$ cat src/rtl/mips_pkg.sv
// Shared definitions for the instruction-fetch slice: FSM states, the default
// reset PC and the next-PC source encoding.
package mips_pkg;

    localparam logic [31:0] DEFAULT_RESET_PC = 32'h0040_0000;

    // Clears the byte-offset bits of a register jump target.
    localparam logic [31:0] JR_ALIGN_MASK = 32'hFFFF_FFFC;

    typedef enum logic [1:0] {
        RESET_WAIT = 2'd0,
        FETCH      = 2'd1,
        HOLD       = 2'd2,
        ERROR      = 2'd3
    } fetch_state_e;

    typedef enum logic [1:0] {
        NPC_PLUS4  = 2'd0,
        NPC_BRANCH = 2'd1,
        NPC_JUMP   = 2'd2,
        NPC_JR     = 2'd3
    } npc_sel_e;

    // Word-scaled, sign-extended branch displacement.
    function automatic logic [31:0] branch_offset(input logic [15:0] imm);
        return {{14{imm[15]}}, imm, 2'b00};
    endfunction

endpackage

$ cat src/rtl/pc_next_calc.sv
// Combinational next-PC selection: jr > jump > taken branch > pc+4.
// With PC_MISALIGN_TRAP_EN defined, a jr to a non-word-aligned address
// raises jr_trap so the fetch unit can stop; otherwise jr_trap is tied low
// and the target's low two bits are simply cleared.
module pc_next_calc
    import mips_pkg::*;
(
    input  logic [31:0] pc,
    input  logic        branch_eq,
    input  logic        branch_ne,
    input  logic        jump,
    input  logic        zero,
    input  logic        jr,
    input  logic [31:0] jr_target,
    input  logic [15:0] br_imm,
    input  logic [25:0] j_index,
    output logic [31:0] pc_plus4,
    output logic [31:0] next_pc,
    output logic        jr_trap
);

    npc_sel_e    sel;
    logic        branch_taken;
    logic [31:0] branch_target;
    logic [31:0] jump_target;
    logic [31:0] jr_aligned;

    // Form every candidate target in parallel, then pick one by priority.
    always_comb begin
        pc_plus4      = pc + 32'd4;
        branch_taken  = (branch_eq & zero) | (branch_ne & ~zero);
        branch_target = pc_plus4 + branch_offset(br_imm);
        jump_target   = {pc_plus4[31:28], j_index, 2'b00};
        jr_aligned    = jr_target & JR_ALIGN_MASK;

        sel = NPC_PLUS4;
        if (jr) begin
            sel = NPC_JR;
        end else if (jump) begin
            sel = NPC_JUMP;
        end else if (branch_taken) begin
            sel = NPC_BRANCH;
        end

        case (sel)
            NPC_JR:     next_pc = jr_aligned;
            NPC_JUMP:   next_pc = jump_target;
            NPC_BRANCH: next_pc = branch_target;
            default:    next_pc = pc_plus4;
        endcase
    end

`ifdef PC_MISALIGN_TRAP_EN
    assign jr_trap = jr & (jr_target[1:0] != 2'b00);
`else
    assign jr_trap = 1'b0;
`endif

endmodule

$ cat src/rtl/pc_fetch_unit.sv
// Instruction fetch unit: owns the PC and instruction registers and the
// RESET_WAIT/FETCH/HOLD/ERROR sequencer. Each instruction is requested in
// FETCH, presented downstream in HOLD until acknowledged, and the PC is
// advanced on the acknowledge. ERROR is reachable only when
// PC_MISALIGN_TRAP_EN is defined (see pc_next_calc).
module pc_fetch_unit
    import mips_pkg::*;
#(
    parameter logic [31:0] RESET_PC = DEFAULT_RESET_PC
) (
    input  logic        clk,
    input  logic        reset,
    output logic        imem_req,
    output logic [31:0] imem_addr,
    input  logic [31:0] imem_rdata,
    input  logic        imem_ready,
    output logic [31:0] instr,
    output logic        instr_valid,
    input  logic        instr_ack,
    output logic [31:0] pc,
    output logic [31:0] pc_plus4,
    input  logic        branch_eq,
    input  logic        branch_ne,
    input  logic        jump,
    input  logic        zero,
    input  logic        jr,
    input  logic [31:0] jr_target,
    input  logic [15:0] br_imm,
    input  logic [25:0] j_index,
    output logic        misalign_err
);

    fetch_state_e state_q, state_d;
    logic [31:0]  pc_q, pc_d;
    logic [31:0]  instr_q, instr_d;
    logic         misalign_q, misalign_d;
    logic [31:0]  next_pc;
    logic         jr_trap;

    pc_next_calc u_next (
        .pc        (pc_q),
        .branch_eq (branch_eq),
        .branch_ne (branch_ne),
        .jump      (jump),
        .zero      (zero),
        .jr        (jr),
        .jr_target (jr_target),
        .br_imm    (br_imm),
        .j_index   (j_index),
        .pc_plus4  (pc_plus4),
        .next_pc   (next_pc),
        .jr_trap   (jr_trap)
    );

    // State, PC, instruction and error flag; reset abandons any fetch in flight.
    always_ff @(posedge clk or posedge reset) begin
        if (reset) begin
            state_q    <= RESET_WAIT;
            pc_q       <= RESET_PC;
            instr_q    <= '0;
            misalign_q <= 1'b0;
        end else begin
            state_q    <= state_d;
            pc_q       <= pc_d;
            instr_q    <= instr_d;
            misalign_q <= misalign_d;
        end
    end

    // Sequencer: request, capture, hold until acknowledged, then advance the PC.
    always_comb begin
        state_d     = state_q;
        pc_d        = pc_q;
        instr_d     = instr_q;
        misalign_d  = misalign_q;
        imem_req    = 1'b0;
        instr_valid = 1'b0;

        case (state_q)
            RESET_WAIT: begin
                state_d = FETCH;
            end
            FETCH: begin
                imem_req = 1'b1;
                if (imem_ready) begin
                    instr_d = imem_rdata;
                    state_d = HOLD;
                end
            end
            HOLD: begin
                instr_valid = 1'b1;
                if (instr_ack) begin
                    if (jr_trap) begin
                        misalign_d = 1'b1;
                        state_d    = ERROR;
                    end else begin
                        pc_d    = next_pc;
                        state_d = FETCH;
                    end
                end
            end
            ERROR: begin
                state_d = ERROR;
            end
            default: begin
                state_d = RESET_WAIT;
            end
        endcase
    end

    assign imem_addr    = pc_q;
    assign pc           = pc_q;
    assign instr        = instr_q;
    assign misalign_err = misalign_q;

endmodule

$ cat config.mk
export PLATFORM = sky130hd
export DESIGN_NAME = pc_fetch_unit
export DESIGN_NICKNAME = d
export VERILOG_FILES = /design/src/rtl/mips_pkg.sv /design/src/rtl/pc_next_calc.sv /design/src/rtl/pc_fetch_unit.sv
export SDC_FILE = /design/constraint.sdc
export NUM_CORES = 1
export LEC_CHECK = 0
export CORE_MARGIN = 1
export CORE_UTILIZATION = 48
export CTS_CLUSTER_DIAMETER = 50
export DETAILED_ROUTE_END_ITERATION = 7
export HOLD_SLACK_MARGIN = 0.08
export PLACE_DENSITY = 0.88
export SLEW_MARGIN = 10
export SYNTH_ARGS = -nofsm -noshare
export SYNTH_HDL_FRONTEND = slang
export SYNTH_HIERARCHICAL = 1
export SYNTH_SLANG_ARGS = --single-unit
$ cat constraint.sdc
create_clock -name clk -period 10 [get_ports clk]
set_input_delay 3 -clock clk [delete_from_list [all_inputs] [get_ports clk]]
set_output_delay 3 -clock clk [all_outputs]
set_load 0.005 [all_outputs]
## Yosys cells after proc, flatten, opt, wreduce, memory -nomap -nowiden

Index checks and enable logic that the tools add are counted.

- Logic and storage cells: 30
- Register bits: 66

- Reduce and logical (&&, ||, !) cells: 4
- Add/sub/neg operators: 2
- Bitwise operators: 4
- Muxes and demuxes: 9
- Equality and inequality tests: 8

Operators with widths:

| cell | number |
|---|---|
| case mux 32 bit (3 select lines) | 1 |
| adder 32 x 3 -> 32 bit (second input constant) | 1 |
| adder 32 bit | 1 |
| equality test 2 bit (second input constant) | 4 |
| two-way mux 2 bit | 4 |
| case mux 2 bit (4 select lines) | 1 |
| AND reduction 2 bit | 3 |
| equality test 2 x 1 -> 1 bit (second input constant) | 2 |
| inequality test 2 bit (second input constant) | 2 |
| two-way mux 1 bit | 3 |
| bitwise AND 1 bit | 2 |
| logical NOT 2 bit | 1 |
| NOT 1 bit | 1 |
| OR 1 bit | 1 |

## Depth between registers and ports, before layout

- Depth in word-level cells: 8
- Gate-level depth with buffers: 17
- Gate-level depth less buffers: 15

## Modules after synthesis

The synthesis kept the hierarchy.

By module, submodules not included:

| module | cells an instance | times used | area each (um2) |
|---|---|---|---|
| pc_next_calc | 477 | 1 | 3079.2 |
| pc_fetch_unit | 181 | 1 | 2905.3 |

## Least setup slack after synthesis

OpenSTA, ideal clock, no wires.

- Kind: input to register
- From: input br_imm[0]
- To: register pc_q[28] (netlist: imem_addr[28])
- Slack: 4.732 ns
- Cell stages on the path: 12
- Data required time: 9.875 ns
- Library setup time: 0.125 ns
- Arrival: 5.143 ns
- Path buffers: 0
- Cells stage by stage: ha_1 -> inv_1 -> fa_1 -> nor2b_1 -> o31ai_2 -> o31a_1 -> a211o_1 -> nor3_1 -> nor3_1 -> xor2_1 -> o21ai_0 -> mux2_4

- Longest elaborated chain between the ends: 2

RTL lines:

| item | line | text |
|---|---|---|
| start, declared | pc_fetch_unit.sv:28 | `input logic [15:0] br_imm,` |
| adder 32 bit | pc_next_calc.sv:32 | `branch_target = pc_plus4 + branch_offset(br_imm);` |
| case mux 32 bit (3 select lines) | pc_next_calc.sv:45 | `case (sel)` |
| via next_pc[28] | pc_fetch_unit.sv:37 | `logic [31:0] next_pc;` |
| end signal, assigned | pc_fetch_unit.sv:64 | `pc_q <= pc_d;` |
| end, declared | pc_fetch_unit.sv:34 | `logic [31:0] pc_q, pc_d;` |

The timed path passes the listed nets, and every way through them passes these cells.
A chain may end at the register's enable or synchronous reset.

## Final worst setup path

- From: register pc_q[2] (netlist: imem_addr[2])
- To: output pc_plus4[28]

- Longest elaborated chain between the ends: 1

RTL lines:

| item | line | text |
|---|---|---|
| adder 32 x 3 -> 32 bit | pc_next_calc.sv:30 | `pc_plus4 = pc + 32'd4;` |
| end, declared | pc_fetch_unit.sv:21 | `output logic [31:0] pc_plus4,` |

Every way passes these cells.

==> reports/results.ini <==
[cts]
clockBufferDepth = 2
cts_root_buf = clkbuf_16
insertion_delay_ns = 0.32
clk_pin_slew_ns = 0.05
clock_sinks = 67
cts_tree = built
cts_resized = 0
cts-buffers-inserted = 9
cts_max_level = 3
cts_hold_buf = 0
post_cts_buffers = 0

[global_routing]
grt-ovfl-total = 0
globalRouteTotalUtil_pct = 30.1
grt_pass1_vias = 5714
antenna_found_initial = 0
grt_pass1_wl_mm = 30.1
grt_start_max_net_pins = 68

[layout]
area_growth_pct = 43.0
diodes = 0
fin_util_pct = 71.0
fin_cells = 1027
nets = 1005
drive_above_1_share_pct = 10.9

[setup_path]
crit_end = pc_plus4[28]
crit-reg2reg-launch = imem_addr[2]$_DFFE_PP0P_
critPathMaxFanout = 9
reg2reg_depth = 15
critPathRequiredTime_ns = 7.00
rrSetupSlack_ns = 5.42
start_kind = register
path_class = register to output pin
crit_start = imem_addr[2]$_DFFE_PP0P_
r2r-end = imem_addr[29]$_DFFE_PP0P_
critPathArrivalTime_ns = 3.23
cp-end-kind = output pin

[timing]
slew-limit-headroom_pct = 33.2
clock_skew_ns = 0.00423
worst_pin_slew_ns = 0.974
max_freq_ghz = 0.161
setup_viol = 0
rsz0062_at_grt = false
hold_viol = 0
finalCritPeriodShare_pct = 62.3
worst_slack_ns = 3.77
slew_violations = 0
fin_crit_ns = 6.23
setup_tns_ns = 0

[pwr]
p_leak_nw = 3.64
power.total_mw = 1.16
powerDensity_nw_per_um2 = 135
p_sw_mw = 0.363
combPwrFrac_pct = 41.8
clkPwrFrac_pct = 28.2
pwr-share-seq_pct = 30.0
intPower_mw = 0.796
power_switching_share_pct = 31.3
peakVddDrop_mv = 0.0663

[die]
die_w_um = 114
ioPinCount = 246
core_um2 = 12100
dieArea_um2 = 12900
start_util_pct = 49.6
std_cell_rows = 40
dieHeight_um = 114

[placement]
portBuffers = 243
dp_cells = 1012
dp_slack_ns = 3.62
hpwl_mm = 15.5
gp_congestion = 0.955

[routing]
drtIter0Drc = 563
drcViolationCount = 0
viasPerCell = 5.91
first_pass_iters = 5
wl_mm = 19.6
wl_per_cell_um = 19.1
vias = 6067
antenna_left = 0

[yosys]
avgSynthCellArea_um2 = 9.09
syn_nets = 808
yosysWarnings = 6
yosys_most_used_dff = dfrtp_1
synthArstFlopShare_pct = 100
synthCells = 658
synth.top_cell.area_share_pct = 27.6
seq_area_frac_synth_pct = 28.0
ys_ff_latch = 67
yosysTopAreaCell = dfrtp_1
synth_edf_count = 0
yosys-top-cells-area = dfrtp_1, mux2_4, ha_1
synth_area_um2 = 5980
synth_cell_types = 63

[flow_run]
cap_violations = 0

[hold_path]
worstHoldPathType = register to register

[outcome]
status = finished clean

per-stage QoR:
step / hold slack, ns / area (µm²)
after CTS: 0.479 / 8560
after floorplan: 0.466 / 5980
after global routing: 0.481 / 8560
after detailed placement: 0.468 / 8250
final: 0.472 / 8560
after global placement: 0.461 / 8250
worst min-delay path by stage:
stage,start,endpoint,slack [ns],depth (start not counted)
2_1_floorplan,misalign_err$_DFFE_PP0P_,misalign_err$_DFFE_PP0P_,0.47,1
3_3_place_gp,misalign_err$_DFFE_PP0P_,misalign_err$_DFFE_PP0P_,0.46,1
3_5_place_dp,misalign_err$_DFFE_PP0P_,misalign_err$_DFFE_PP0P_,0.47,1
4_1_cts,misalign_err$_DFFE_PP0P_,misalign_err$_DFFE_PP0P_,0.48,1
5_1_grt,misalign_err$_DFFE_PP0P_,misalign_err$_DFFE_PP0P_,0.48,1
6_report,misalign_err$_DFFE_PP0P_,misalign_err$_DFFE_PP0P_,0.47,1
power groups by stage:
| stage | combinational, mW | sequential [mW] | clock, mW |
|---|---|---|---|
| 4_1_cts | 0.477 | 0.347 | 0.333 |
| 3_5_place_dp | 0.474 | 0.352 | 0 |
| 5_1_grt | 0.520 | 0.352 | 0.343 |
| 2_1_floorplan | 0.256 | 0.343 | 0 |
| 6_report | 0.484 | 0.347 | 0.327 |
| 3_3_place_gp | 0.469 | 0.349 | 0 |
layer usage:
metal	GRT usage [%]	share of wire, %	vias up
met5	0	0	-
met4	15.4	4.2	0
met3	4.04	9.8	71
met2	50.5	47	398
met1	37.8	39	2830
li1	-	-	2768
critical path, stage by stage (launching register included):
cell and delay [ns]:
dfrtp_1 0.55, ha_1 0.32, nand3_1 0.18, nor2_1 0.49
nand3_1 0.27, nor2_1 0.19, xor2_1 0.33, clkdlybuf4s50_1 0.58
flip-flops by register name (all words and copies together), names as in the netlist:
name and cells:
imem_addr 32, misalign_err 1, instr 32, state_q 2
cell usage in the layout (no fill, tap or decap), types with 9 or more instances in the layout:
| cell | netlist | layout |
|---|---|---|
| inv_1 | 18 | 17 |
| clkbuf_16 | 0 | 9 |
| o21ai_0 | 34 | 34 |
| dfrtp_1 | 66 | 66 |
| nor2b_1 | 10 | 10 |
| nor2_1 | 39 | 39 |
| ha_1 | 34 | 34 |
| mux2_4 | 30 | 30 |
| nand3_1 | 29 | 29 |
| nand2_1 | 60 | 60 |
| clkdlybuf4s50_1 | 0 | 243 |
| a211oi_1 | 9 | 9 |
| xnor2_1 | 36 | 36 |
| a21oi_1 | 44 | 44 |
| a22oi_1 | 9 | 9 |
| mux2_2 | 35 | 35 |
| and3_1 | 11 | 11 |
| o22ai_1 | 13 | 13 |
| xor2_1 | 16 | 16 |
cell families after synthesis:
logic type / share of synthesized area, %
mux: 14.6
flops: 28.0
fa+ha+maj: 7.44
xor+xnor: 7.61
compound gates: 18.2
simple gates: 15.8
buf+inv: 8.20
other cells: 0.0627
synth_stat cells, types with 3 or more instances:
| master | n |
|---|---|
| o221ai_1 | 5 |
| xor2_1 | 16 |
| nand4_1 | 8 |
| o211ai_1 | 8 |
| nor2_1 | 39 |
| buf_2 | 8 |
| mux2_4 | 30 |
| a21o_1 | 8 |
| a211oi_1 | 9 |
| ha_1 | 34 |
| dfrtp_1 | 66 |
| and4_1 | 3 |
| nor3_1 | 7 |
| nor2b_1 | 10 |
| clkbuf_1 | 12 |
| and2_1 | 4 |
| buf_12 | 3 |
| a21oi_1 | 44 |
| o22ai_1 | 13 |
| nand2b_1 | 3 |
| mux2i_1 | 3 |
| o21ai_0 | 34 |
| a31oi_1 | 7 |
| nand2_1 | 60 |
| inv_1 | 18 |
| a221oi_1 | 4 |
| o21a_1 | 4 |
| a22oi_1 | 9 |
| a222oi_1 | 3 |
| and3_1 | 11 |
| xnor2_1 | 36 |
| buf_4 | 36 |
| mux2_2 | 35 |
| nand3_1 | 29 |
layout make-up:
class	instances	area (µm²)
fillers	901	3500
repair buffers	247	2460
clock buffers	13	250
well taps	168	210
flip-flops and latches	67	1680
clock inverters	2	60.1
inverters	18	67.6
multi-input cells	512	3830
Power figures use the tool's default switching activity.
